===== config.mk =====
export PLATFORM = sky130hd
export DESIGN_NAME = imem_loader
export DESIGN_NICKNAME = d
export VERILOG_FILES = /design/src/rtl/imem_loader.sv
export SDC_FILE = /design/constraint.sdc
export NUM_CORES = 1
export LEC_CHECK = 0
export CELL_PAD_IN_SITES_DETAIL_PLACEMENT = 0
export CELL_PAD_IN_SITES_GLOBAL_PLACEMENT = 2
export CORE_MARGIN = 2
export CORE_UTILIZATION = 33
export CTS_BUF_LIST = sky130_fd_sc_hd__clkbuf_8 sky130_fd_sc_hd__clkbuf_16
export CTS_CLUSTER_SIZE = 25
export DETAILED_ROUTE_END_ITERATION = 12
export GPL_ROUTABILITY_DRIVEN = 0
export GPL_TIMING_DRIVEN = 0
export MAX_ROUTING_LAYER = met4
export PLACE_DENSITY_LB_ADDON = 0.1
export SLEW_MARGIN = 20
export SYNTH_ARGS = -nofsm -noshare
export SYNTH_HDL_FRONTEND = slang
export SYNTH_SLANG_ARGS = --single-unit

===== constraint.sdc =====
create_clock -name clk -period 3.2 [get_ports clk]
set_input_delay 0.96 -clock clk [delete_from_list [all_inputs] [get_ports clk]]
set_output_delay 0.96 -clock clk [all_outputs]
set_load 0.05 [all_outputs]

===== src/rtl/imem_loader.sv =====
// Byte-stream program loader: packs big-endian bytes into 32-bit words for the imem write port and gates cpu_run.
// Latency: one WRITE cycle after every 4th accepted byte; done/cpu_run follow the last write (or checksum byte).
// Backpressure: byte_ready is high only in RECV (and CHECK); valid gaps stall indefinitely. Option: IMEM_LOADER_CHECKSUM_EN.
module imem_loader #(
  parameter int DEPTH  = 16,
  parameter int ADDR_W = 4,
  parameter int DATA_W = 32
) (
  input  logic              clk,
  input  logic              rst,
  input  logic              start,
  input  logic [ADDR_W:0]   word_count,
  input  logic              byte_valid,
  input  logic [7:0]        byte_data,
  output logic              byte_ready,
  output logic              imem_we,
  output logic [ADDR_W-1:0] imem_waddr,
  output logic [DATA_W-1:0] imem_wdata,
  output logic              busy,
  output logic              done,
  output logic              cpu_run,
  output logic              checksum_err
);

  typedef enum logic [2:0] {
    S_IDLE, S_RECV, S_WRITE, S_DONE
`ifdef IMEM_LOADER_CHECKSUM_EN
    , S_CHECK
`endif
  } state_t;

  // State entered after the final write (or directly for an empty load).
`ifdef IMEM_LOADER_CHECKSUM_EN
  localparam state_t S_TAIL = S_CHECK;
`else
  localparam state_t S_TAIL = S_DONE;
`endif

  localparam logic [ADDR_W:0] DEPTH_L = (ADDR_W+1)'(DEPTH);

  state_t            state, state_nxt;
  logic [1:0]        byte_cnt;
  logic [ADDR_W-1:0] word_idx, last_idx;
  logic [23:0]       shift;
  logic [ADDR_W:0]   n_clamp;
  logic              start_ok, byte_acc;

  assign n_clamp  = (word_count > DEPTH_L) ? DEPTH_L : word_count;
  assign start_ok = start && (state == S_IDLE || state == S_DONE);
  assign byte_acc = byte_valid && byte_ready;

  always_ff @(posedge clk) begin
    if (!rst) state <= S_IDLE;
    else      state <= state_nxt;
  end

  always_comb begin
    state_nxt = state;
    case (state)
      S_IDLE, S_DONE: if (start) state_nxt = (n_clamp == '0) ? S_TAIL : S_RECV;
      S_RECV:         if (byte_acc && byte_cnt == 2'd3) state_nxt = S_WRITE;
      S_WRITE:        state_nxt = (word_idx == last_idx) ? S_TAIL : S_RECV;
`ifdef IMEM_LOADER_CHECKSUM_EN
      S_CHECK:        if (byte_acc) state_nxt = S_DONE;
`endif
      default:        state_nxt = S_IDLE;
    endcase
  end

  always_comb begin
    byte_ready = 1'b0;
    busy       = 1'b0;
    cpu_run    = 1'b0;
    case (state)
      S_RECV: begin
        byte_ready = 1'b1;
        busy       = 1'b1;
      end
      S_WRITE: busy = 1'b1;
      S_DONE:  cpu_run = !checksum_err;
`ifdef IMEM_LOADER_CHECKSUM_EN
      S_CHECK: begin
        byte_ready = 1'b1;
        busy       = 1'b1;
      end
`endif
      default: ;
    endcase
  end

`ifdef IMEM_LOADER_CHECKSUM_EN
  logic [7:0] sum;

  always_ff @(posedge clk) begin
    if (!rst) begin
      sum          <= '0;
      checksum_err <= 1'b0;
    end else if (start_ok) begin
      sum          <= '0;
      checksum_err <= 1'b0;
    end else if (byte_acc && state == S_RECV) begin
      sum <= sum + byte_data;
    end else if (byte_acc && state == S_CHECK) begin
      checksum_err <= (sum + byte_data) != 8'h00;
    end
  end
`else
  assign checksum_err = 1'b0;
`endif

  always_ff @(posedge clk) begin
    if (!rst) begin
      byte_cnt   <= '0;
      word_idx   <= '0;
      last_idx   <= '0;
      shift      <= '0;
      imem_we    <= 1'b0;
      imem_waddr <= '0;
      imem_wdata <= '0;
      done       <= 1'b0;
    end else begin
      imem_we <= 1'b0;
      // Pulse on entry, including a DONE -> DONE restart of an empty program.
      done    <= (state_nxt == S_DONE) && (state != S_DONE || start_ok);
      if (start_ok) begin
        byte_cnt <= '0;
        word_idx <= '0;
        // Wraps to DEPTH-1 when n == DEPTH; unused when n == 0.
        last_idx <= n_clamp[ADDR_W-1:0] - 1'b1;
      end
      if (state == S_RECV && byte_acc) begin
        shift    <= {shift[15:0], byte_data};
        byte_cnt <= byte_cnt + 1'b1;
        if (byte_cnt == 2'd3) begin
          imem_we    <= 1'b1;
          imem_waddr <= word_idx;
          imem_wdata <= {shift, byte_data};
        end
      end
      if (state == S_WRITE && word_idx != last_idx)
        word_idx <= word_idx + 1'b1;
    end
  end

endmodule


### Word level (Yosys, flattened, before mapping)

Index checks and enable logic that the tools add are counted.

* $add $sub $neg: 3
* magnitude comparators: 1
* eq/ne operators: 8
* mux-type cells: 14
* reductions and logical operators: 16

Operator list (number)
* equality test 3 x 2 -> 1 bit, second input constant: 3
* case mux 3 bit (3 select lines): 1
* 2-to-1 mux 2 bit: 4
* 2-to-1 mux 4 bit: 2
* logical AND 1 bit: 6
* 2-to-1 mux 3 bit: 2
* > comparator 5 bit, second input constant: 1
* logical NOT 5 bit: 1
* 2-to-1 mux 5 bit: 1
* adder 4 x 1 -> 4 bit, second input constant: 1
* equality test 4 bit: 1
* 2-to-1 mux 1 bit: 4
* inequality test 4 bit: 1
* AND reduction 2 bit: 2
* nonzero test 2 bit: 2
* OR reduction 2 bit: 2
* subtractor 4 x 1 -> 4 bit, second input constant: 1
* equality test 3 x 1 -> 1 bit, second input constant: 1
* logical NOT 3 bit: 1
* inequality test 3 x 2 -> 1 bit, second input constant: 1
* adder 2 x 1 -> 2 bit, second input constant: 1
* equality test 2 bit, second input constant: 1
* logical OR 1 bit: 2

* register bits: 75
* output and inout port bits: 42
* word-level logic and storage cells: 51

### Depth between registers and ports, before layout

Gate-level depths: netlist of run 1.

* depth after elaboration: 8
* gate-level depth with buffers: 8
* depth with buffers taken out: 5

### Worst setup path before layout of run 1

Ideal clock, no wire load.

* path type: reg2out
* start point: register state[2]
* end point: output port busy
* arrival time: 1.602 ns
* data required time: 2.240 ns
* slack: 0.638 ns
* cell stages (with the launch flop): 4
* buffers on the path: 0
* cells stage by stage: dfxtp_1 -> nand2b_1 -> nor2_1 -> or2_2

* cells in the longest elaborated chain, start to end: 3

RTL lines
* start, declared: line 41 `state_t state, state_nxt;`
* start signal, assigned: line 54 `else state <= state_nxt;`
* equality test 3 x 1 -> 1 bit / equality test 3 x 2 -> 1 bit (equally long branches): line 74 `case (state)`
* OR reduction 2 bit (no line) *
* 2-to-1 mux 1 bit *: line 74
* end, declared: line 19 `output logic busy,`

Every way passes the cells marked *; elsewhere a longest branch is shown, timed or not.

### Final worst setup path of run 1

* start point: register state[1]
* end point: output port busy

The elaborated chain is that of the path after synthesis.

==> results.cfg, run 1 <==
[clock_network]
clk_pin_slew_ns = 0.09
clkLatencyLatePin_ns = 0.34
cts_buffers = 9
cts_tree = yes
clock_sinks = 75
hold_buffers = 0
cts_resized = 0
clockBufferDepth = 2
root_buffer = clkbuf_8
post_cts_buffers = 0
htree_levels = 3

[power_and_ir_drop]
peakVddDrop_uv = 176
p_per_area_nw_per_um2 = 465
leakage_nw = 1.39

[drt]
drc = 0
wl_per_cell_um = 13.1
wirelength_um = 7020
vias = 2487
initialDrtViolationCount = 38
drt_pass1_iterations = 4
drt-vias-per-instance = 4.64
ant_nets = 0

[synthesis]
syn_area_per_cell_um2 = 8.74
yosys_warnings = 0
yosysSeqAreaShare = 0.488
synth_cell_types = 45
ys.flop_type = dfxtp_1
synth_top_area_frac = 0.488
synth-edff-count = 0
yosysTopAreaCell = dfxtp_1
synthTopCellsByArea = dfxtp_1 (49%), nand2_1 (15%), a21boi_0 (13%), xor2_1 (1.7%), ha_1 (1.6%)
syn_inst = 352
synth-seq-cells = 75
synth_area_um2 = 3080
ys_async_sr_fraction = 0

[place]
portBuffers = 56
dp_hpwl_um = 5050
placedCellCount = 520

[worst_setup_path]
cp_cell_sequence = buf_6, nor3b_2, or2_2, clkdlybuf4s50_1
cp-end-kind = primary output
max_stage_delay_ns = 0.79
arrival_ns = 2.08
worstPathMaxFanout = 9
critPathRequiredTime_ns = 2.24
critPathKind = flop to primary output
worstSetupStartpointType = flop
crit_slowest_cell = clkdlybuf4s50_1

[global_route]
antenna_found_initial = 0
grt_pass1_wl_um = 11900
gr-total-overflow = 0
grt_max_degree = 14
first_global_vias = 2468
grt_use_total = 0.155

[sta]
hold_viol = 0
min_period_ns = 3.04
max_slew_margin = 0.644
fin_skew_ns = 0.0116
tightest_slew_ns = 0.534
setup_viol = 0
fin_tns_setup_ns = 0
maxSlewViolCount = 0
fmaxAchievable_mhz = 329
rsz0062_at_grt = false
fin_crit_sh = 0.949

[floorplan]
ios = 59
start_util = 0.336
die_h_um = 101
die_w_um = 101
die-area_um2 = 10100
rows = 35
core_area_um2 = 9150

[min_path]
hold_path.class = flop to flop

[finish]
nets = 441
drive_gt1_frac = 0.0871
stdcell_count = 536
antenna_cells = 0
syn_to_final_growth_pct = 30.2

[flow_run]
maxCapViolations = 0

[run_status]
status = finished clean
[area by class of cell]
cell class,count,area [um^2]
buffer,23,143
clock buffer,10,138
clock inverter,6,88.8
fill,956,5140
inverter,2,7.51
multi-input combinational,253,1430
sequential,75,1500
tap,111,139
timing repair buffer,56,561
[synth_stat cells, types with 2 or more instances]
library cell / instances
nor2b_1: 2
nor3b_1: 2
a21boi_1: 6
and3_2: 3
dfxtp_1: 75
a21boi_0: 55
nor2_1: 7
buf_6: 3
nand3_1: 2
o31a_1: 2
nand2b_1: 5
nor3_1: 5
buf_8: 2
o211a_1: 2
nor4_1: 2
nand2_1: 125
inv_1: 2
buf_2: 6
ha_1: 4
xor2_1: 6
clkbuf_1: 10
o21ai_0: 3
[power by group]
part | leakage (nW) | switching (mW) | internal, mW | total (mW)
Clock | 0.108 | 0.365 | 0.461 | 0.826
Combinational | 0.674 | 0.0462 | 0.0448 | 0.0910
Sequential | 0.605 | 0.00670 | 0.939 | 0.946
Total | 1.39 | 0.418 | 1.44 | 1.86
[routing by layer]
metal,GRT usage,part of all wire
met1,0.215,0.52
met2,0.226,0.44
met3,0.0250,0.031
met4,0.0569,0.0088
met5,-,0
[logic make-up (layout without fill, tap and decap cells)]
kind of cell | count (synthesis) | in the layout | share of synthesized area
DFF | 75 | 75 | 0.488
muxes | 1 | 1 | 0.00325
and+or+nand+nor | 166 | 166 | 0.238
other | 1 | 2 | 0.00122
buffers and inverters | 25 | 97 | 0.0488
adders and majority gates | 4 | 4 | 0.0163
xor gates and xnor gates | 7 | 7 | 0.0199
AOI/OAI and AO/OA | 73 | 73 | 0.185
[worst paths after layout]
path,startpoint,end,slack (ns),cells past startpoint
hold reg to reg,imem_wdata[25]$_SDFFE_PN0P_,imem_wdata[25]$_SDFFE_PN0P_,0.45,2
setup reg to reg,word_idx[0]$_SDFFE_PN0P_,word_idx[3]$_SDFFE_PN0P_,1.48,4
setup / recovery,state[1]$_SDFF_PN0_,busy,0.16,4
hold / removal,imem_wdata[25]$_SDFFE_PN0P_,imem_wdata[25]$_SDFFE_PN0P_,0.45,2
[sequential cells by signal (all words and copies together) (netlist names)]
register	flops
last_idx	4
imem_waddr	4
imem_wdata	32
shift	24
done	1
word_idx	4
byte_cnt	2
imem_we	1
state	3
[per-stage QoR]
step / util / setup slack (ns) / hold slack (ns) / power, mW / cell area (um^2)
global placement: 0.413 / 0.504 / 0.446 / 1.06 / 3780
floorplan: - / 0.638 / 0.431 / 1.02 / 3080
CTS: 0.438 / 0.111 / 0.458 / 1.89 / 4010
global route: 0.438 / 0.0398 / 0.474 / 1.95 / 4010
detailed placement: 0.413 / 0.513 / 0.447 / 1.06 / 3780
finish: 0.438 / 0.162 / 0.453 / 1.86 / 4010
[layout by cell type, fill, tap and decap left out, drive strengths merged, types with 4 or more instances in the layout]
| cell type | count |
|---|---|
| a21boi | 61 |
| clkbuf | 20 |
| dfxtp | 75 |
| and3 | 4 |
| clkdlybuf4s50 | 56 |
| nor3 | 6 |
| nand2b | 5 |
| xor2 | 6 |
| ha | 4 |
| nor2 | 7 |
| nand2 | 126 |
| buf | 13 |
[critical path, delay by kind of cell (launching register included)]
kind	cells	cell delay, ns
flops	1	0.33
buf+inv	2	0.91
simple gates	2	0.49
No activity file was read; power rests on OpenSTA's default activity.
==> inputs of run 2 (changes only) <==
--- a/config.mk
+++ b/config.mk
@@ -8,7 +8,7 @@
 export CELL_PAD_IN_SITES_DETAIL_PLACEMENT = 0
 export CELL_PAD_IN_SITES_GLOBAL_PLACEMENT = 2
 export CORE_MARGIN = 2
-export CORE_UTILIZATION = 33
+export CORE_UTILIZATION = 31
 export CTS_BUF_LIST = sky130_fd_sc_hd__clkbuf_8 sky130_fd_sc_hd__clkbuf_16
 export CTS_CLUSTER_SIZE = 25
 export DETAILED_ROUTE_END_ITERATION = 12
==> constraint.sdc (replaced) <==
create_clock -name clk -period 3.05 [get_ports clk]
set_input_delay 0.915 -clock clk [delete_from_list [all_inputs] [get_ports clk]]
set_output_delay 0.915 -clock clk [all_outputs]
set_load 0.05 [all_outputs]
==> run 2 against run 1 <==
Effect of this change: power is 3.8% higher; via count shrank 0.16%; largest cell class unchanged; cell area increased by 0.47%; clock-buffer cell count unchanged; setup slack gained 0.11 ns; critical path depth down 1; critical path type unchanged; sequential share of layout area decreased by 0.17 points; routed wire length grew 0.78%.
==> results.cfg, run 2 (synthesized netlist as in run 1, its figures left out) <==
[finish]
stdcell_count = 557
syn_to_final_growth_pct = 30.8
nets = 441
largest_reg_flops = 32
reg.largest.list = imem_wdata x32, shift x24
drive_gt1_frac = 0.0849
layout_common_cells = nand2_1 (125), dfxtp_1 (75), a21boi_0 (55), clkdlybuf4s50_1 (55)
fillCellCount = 1049
antenna_cells = 0
fin_util = 0.416
largest_register = imem_wdata
layout_commonest_cell = nand2_1

[clock_network]
clock_sinks = 75
htree_levels = 3
cts_buffers = 9
clk_pin_slew_ns = 0.08
cts_tree = yes
root_buffer = clkbuf_8
clkLatencyLatePin_ns = 0.34
clockBufferDepth = 2

[global_route]
grt_use_total = 0.145
antenna_found_initial = 0
gr-total-overflow = 0
grt_pass1_wl_um = 12200
first_global_vias = 2434
grt_max_degree = 13

[worst_setup_path]
crit_family = buffers and inverters
cp_cell_sequence = nand2b_1, nor2_1, clkdlybuf4s50_1
worst-path-buf-inv = 1
cp-end-kind = primary output
arrival_ns = 1.87
worstSetupStartpointType = flop
startpoint = state[2]$_SDFF_PN0_
worstPathMaxFanout = 8
critPathKind = flop to primary output
max_stage_delay_ns = 0.82
crit_slowest_cell = clkdlybuf4s50_1
critPathRequiredTime_ns = 2.13
reg2reg_from = word_idx[0]$_SDFFE_PN0P_

[drt]
vias = 2483
ant_nets = 0
drt-vias-per-instance = 4.46
initialDrtViolationCount = 69
drc = 0
wirelength_um = 7070
wl_per_cell_um = 12.7
drt_pass1_iterations = 4

[sta]
tightest_slew_ns = 0.608
fmaxAchievable_mhz = 360
fin_tns_setup_ns = 0
max_slew_margin = 0.595
rsz0062_at_grt = false
maxSlewViolCount = 0
holdWs_ns = 0.455
final.setup.worst_slack_ns = 0.268
fin_crit_sh = 0.912
hold_viol = 0
fin_skew_ns = 0.00842
setup_viol = 0
min_period_ns = 2.78

[place]
place_ws_ns = 0.403
dp_hpwl_um = 5120
placedCellCount = 542
portBuffers = 56

[power_and_ir_drop]
p_per_area_nw_per_um2 = 480
leakage_nw = 1.40
peakVddDrop_uv = 253

[flow_run]
maxCapViolations = 0

[floorplan]
die_h_um = 104
rows = 36
die_w_um = 104
die-area_um2 = 10700
ios = 59
core_area_um2 = 9680
start_util = 0.318

[min_path]
hold_path.class = flop to flop
hold_start = imem_wdata[17]$_SDFFE_PN0P_

[run_status]
status = finished clean
## run 2: per-layer routing
layer / global-route usage / vias up / wire [um]
met1: 0.199 / 1132 / 3760
met3: 0.0264 / 10 / 230
met2: 0.210 / 42 / 2970
met5: - / - / 0
met4: 0.0579 / 0 / 104
li1: - / 1299 / -
## run 2: metrics by stage
stage                     total power, mW  cell area, um^2
after floorplan                      1.07             3080
after CTS                            1.96             4020
after global placement               1.11             3810
after detailed placement             1.11             3810
after global routing                 2.03             4030
final                                1.93             4030
## run 2: what timing repair did
item                                    4_1_cts  5_1_grt
gates resized for setup                       0        1
setup buffers                                 0        0
endpoints found under the setup margin        0        1
hold buffers                                  0        0
## run 2: area by class of cell
cell class                      count  area [um^2]  share of cell area
Sequential cell                    75         1500               0.373
Multi-Input combinational cell    253         1430               0.355
Timing Repair Buffer               56          563               0.140
Tap cell                          133          166              0.0413
Buffer                             23          143              0.0354
Clock buffer                       10          138              0.0342
Clock inverter                      5         77.6              0.0193
Inverter                            2         7.51             0.00186
## run 2: worst min-delay path: cells and delay by family, from the launching register on
kind / cells / cell delay (ns)
flops: 1 / 0.31
simple gates: 1 / 0.05
compound gates: 1 / 0.05
## run 2: worst paths after layout
check / slack, ns / endpoint / depth (start not counted)
min reg2reg: 0.45 / imem_wdata[17]$_SDFFE_PN0P_ / 2
max reg2reg: 1.36 / word_idx[2]$_SDFFE_PN0P_ / 4
min: 0.45 / imem_wdata[17]$_SDFFE_PN0P_ / 2
max: 0.27 / byte_ready / 3
## run 2: power by group
part	leakage, nW	internal (mW)	total [mW]	switching (mW)
Clock	0.108	0.476	0.846	0.370
Sequential	0.605	0.985	0.992	0.00677
Combinational	0.691	0.0470	0.0962	0.0492
Total	1.40	1.51	1.93	0.426
==> inputs of run 3 (changes only) <==
--- a/config.mk
+++ b/config.mk
@@ -15,7 +15,7 @@
 export GPL_ROUTABILITY_DRIVEN = 0
 export GPL_TIMING_DRIVEN = 0
 export MAX_ROUTING_LAYER = met4
-export PLACE_DENSITY_LB_ADDON = 0.1
+export PLACE_DENSITY = 0.79
 export SLEW_MARGIN = 20
 export SYNTH_ARGS = -nofsm -noshare
 export SYNTH_HDL_FRONTEND = slang
==> run 3 against run 2 <==
Effect of this change: sequential share of layout area up 0.24 points; combinational power fell by 0.8%; sequential power hardly changed; global-route usage down 0.25 points; core utilization down 0.27 points; register-to-register slack got worse by 0.02 ns; clock skew rose by 0.0053 ns; largest power group unchanged.
==> results.cfg, run 3 (synthesized netlist as in run 1, its figures left out) <==
[finish]
layout_commonest_cell = nand2_1
stdcell_count = 558
largest_register = imem_wdata
antenna_cells = 0
layout_common_cells = nand2_1 (125), dfxtp_1 (75), a21boi_0 (55), clkdlybuf4s50_1 (55), clkbuf_1 (10)
fin_util = 0.413
largest_reg_flops = 32
syn_to_final_growth_pct = 30.0
final_area_um2 = 4000
nets = 441
reg.largest.list = imem_wdata x32, shift x24
fillCellCount = 1045
drive_gt1_frac = 0.0847

[place]
placed_cell_area_um2 = 3810
placedCellCount = 542
portBuffers = 56
dp_hpwl_um = 5090

[sta]
fin_crit_sh = 0.917
max_slew_margin = 0.624
maxSlewViolCount = 0
hold_viol = 0
min_period_ns = 2.80
fin_skew_ns = 0.0138
fmaxAchievable_mhz = 357
setup_viol = 0
tightest_slew_ns = 0.564
fin_tns_setup_ns = 0
rsz0062_at_grt = false

[global_route]
grt_use_total = 0.142
first_global_vias = 2397
grt_pass1_wl_um = 11800
gr-total-overflow = 0
antenna_found_initial = 0
grt_max_degree = 14

[clock_network]
clk_pin_slew_ns = 0.08
root_buffer = clkbuf_8
htree_levels = 3
clockBufferDepth = 2
hold_buffers = 0
post_cts_buffers = 0
clock_sinks = 75
cts_buffers = 9
clkLatencyLatePin_ns = 0.35
cts_tree = yes

[drt]
vias = 2478
drt-vias-per-instance = 4.44
wl_per_cell_um = 12.7
ant_nets = 0
drc = 0
initialDrtViolationCount = 93
wirelength_um = 7110
drt_pass1_iterations = 4

[flow_run]
maxCapViolations = 0

[power_and_ir_drop]
switching_share = 0.238
leakage_nw = 1.38
comb_power_share = 0.052
p_clk_frac = 0.412
seqPwrFrac = 0.537
p_switching_uw = 441
peakVddDrop_uv = 160
total_power_mw = 1.85
p_int_mw = 1.41
p_per_area_nw_per_um2 = 462

[worst_setup_path]
cp_cell_sequence = nand2b_1, nor2_1, clkdlybuf4s50_1
critPathKind = flop to primary output
critPathRequiredTime_ns = 2.13
cp-end-kind = primary output
arrival_ns = 1.88
crit_slowest_cell = clkdlybuf4s50_1
worstPathMaxFanout = 8
worstSetupStartpointType = flop
max_stage_delay_ns = 0.81

[floorplan]
core_area_um2 = 9680
rows = 36
ios = 59
die_w_um = 104
die_h_um = 104
die-area_um2 = 10700
start_util = 0.318

[min_path]
hold_path.class = flop to flop

[run_status]
status = finished clean
==> run 3: changes by cell type in the layout (fill, tap and decap cells not counted), sizes merged <==
cell | before | now
inv | 2 | 4
dlygate4sd2 | 0 | 1
clkinv | 2 | 3
dlymetal6s2s | 1 | 0
clkbuf | 20 | 19
bufinv | 2 | 1
==> run 3: metrics by stage <==
stage / hold slack, ns / setup slack (ns)
3_5_place_dp: 0.448 / 0.355
5_1_grt: 0.479 / 0.136
3_3_place_gp: 0.445 / 0.380
6_report: 0.457 / 0.252
4_1_cts: 0.460 / 0.215
2_1_floorplan: 0.431 / 0.533
==> run 3: worst paths after layout <==
check,depth (start not counted),slack [ns],end,start
worst max-delay path,3,0.25,byte_ready,state[2]$_SDFF_PN0_
worst min-delay path,2,0.46,imem_wdata[24]$_SDFFE_PN0P_,imem_wdata[24]$_SDFFE_PN0P_
worst max register to register,4,1.34,word_idx[3]$_SDFFE_PN0P_,word_idx[0]$_SDFFE_PN0P_
worst min register to register,2,0.46,imem_wdata[24]$_SDFFE_PN0P_,imem_wdata[24]$_SDFFE_PN0P_
==> run 3: layout make-up <==
type | instances | area, um^2 | share of cell area
inverter | 2 | 7.51 | 0.00188
sequential | 75 | 1500 | 0.375
clock inverter | 7 | 68.8 | 0.0172
tap | 133 | 166 | 0.0416
multi-input combinational | 253 | 1430 | 0.358
timing repair buffer | 56 | 559 | 0.140
buffer | 23 | 143 | 0.0357
clock buffer | 9 | 124 | 0.0310
==> run 3: power groups by stage <==
stage	Clock [mW]	Sequential (mW)	Combinational, mW
2_1_floorplan	0	1.01	0.0576
3_3_place_gp	0	1.02	0.0970
3_5_place_dp	0	1.02	0.0974
4_1_cts	0.788	0.993	0.0975
5_1_grt	0.828	0.994	0.106
6_report	0.762	0.992	0.0954
==> run 3: what timing repair did <==
action,in CTS,in global routing
gates resized for setup,1,0
endpoints found under the hold margin,0,0
endpoints found under the setup margin,1,0
==> run 3: worst max-delay path: cells and delay by family, from the launching register on <==
family        cells  cell delay [ns]
simple gates      2             0.33
flops             1             0.38
buf+inv           1             0.81
==> run 3: per-layer routing <==
metal | routed length [um] | track usage
met5 | 0 | -
met3 | 180 | 0.0245
met2 | 3190 | 0.217
met4 | 118 | 0.0666
met1 | 3620 | 0.184
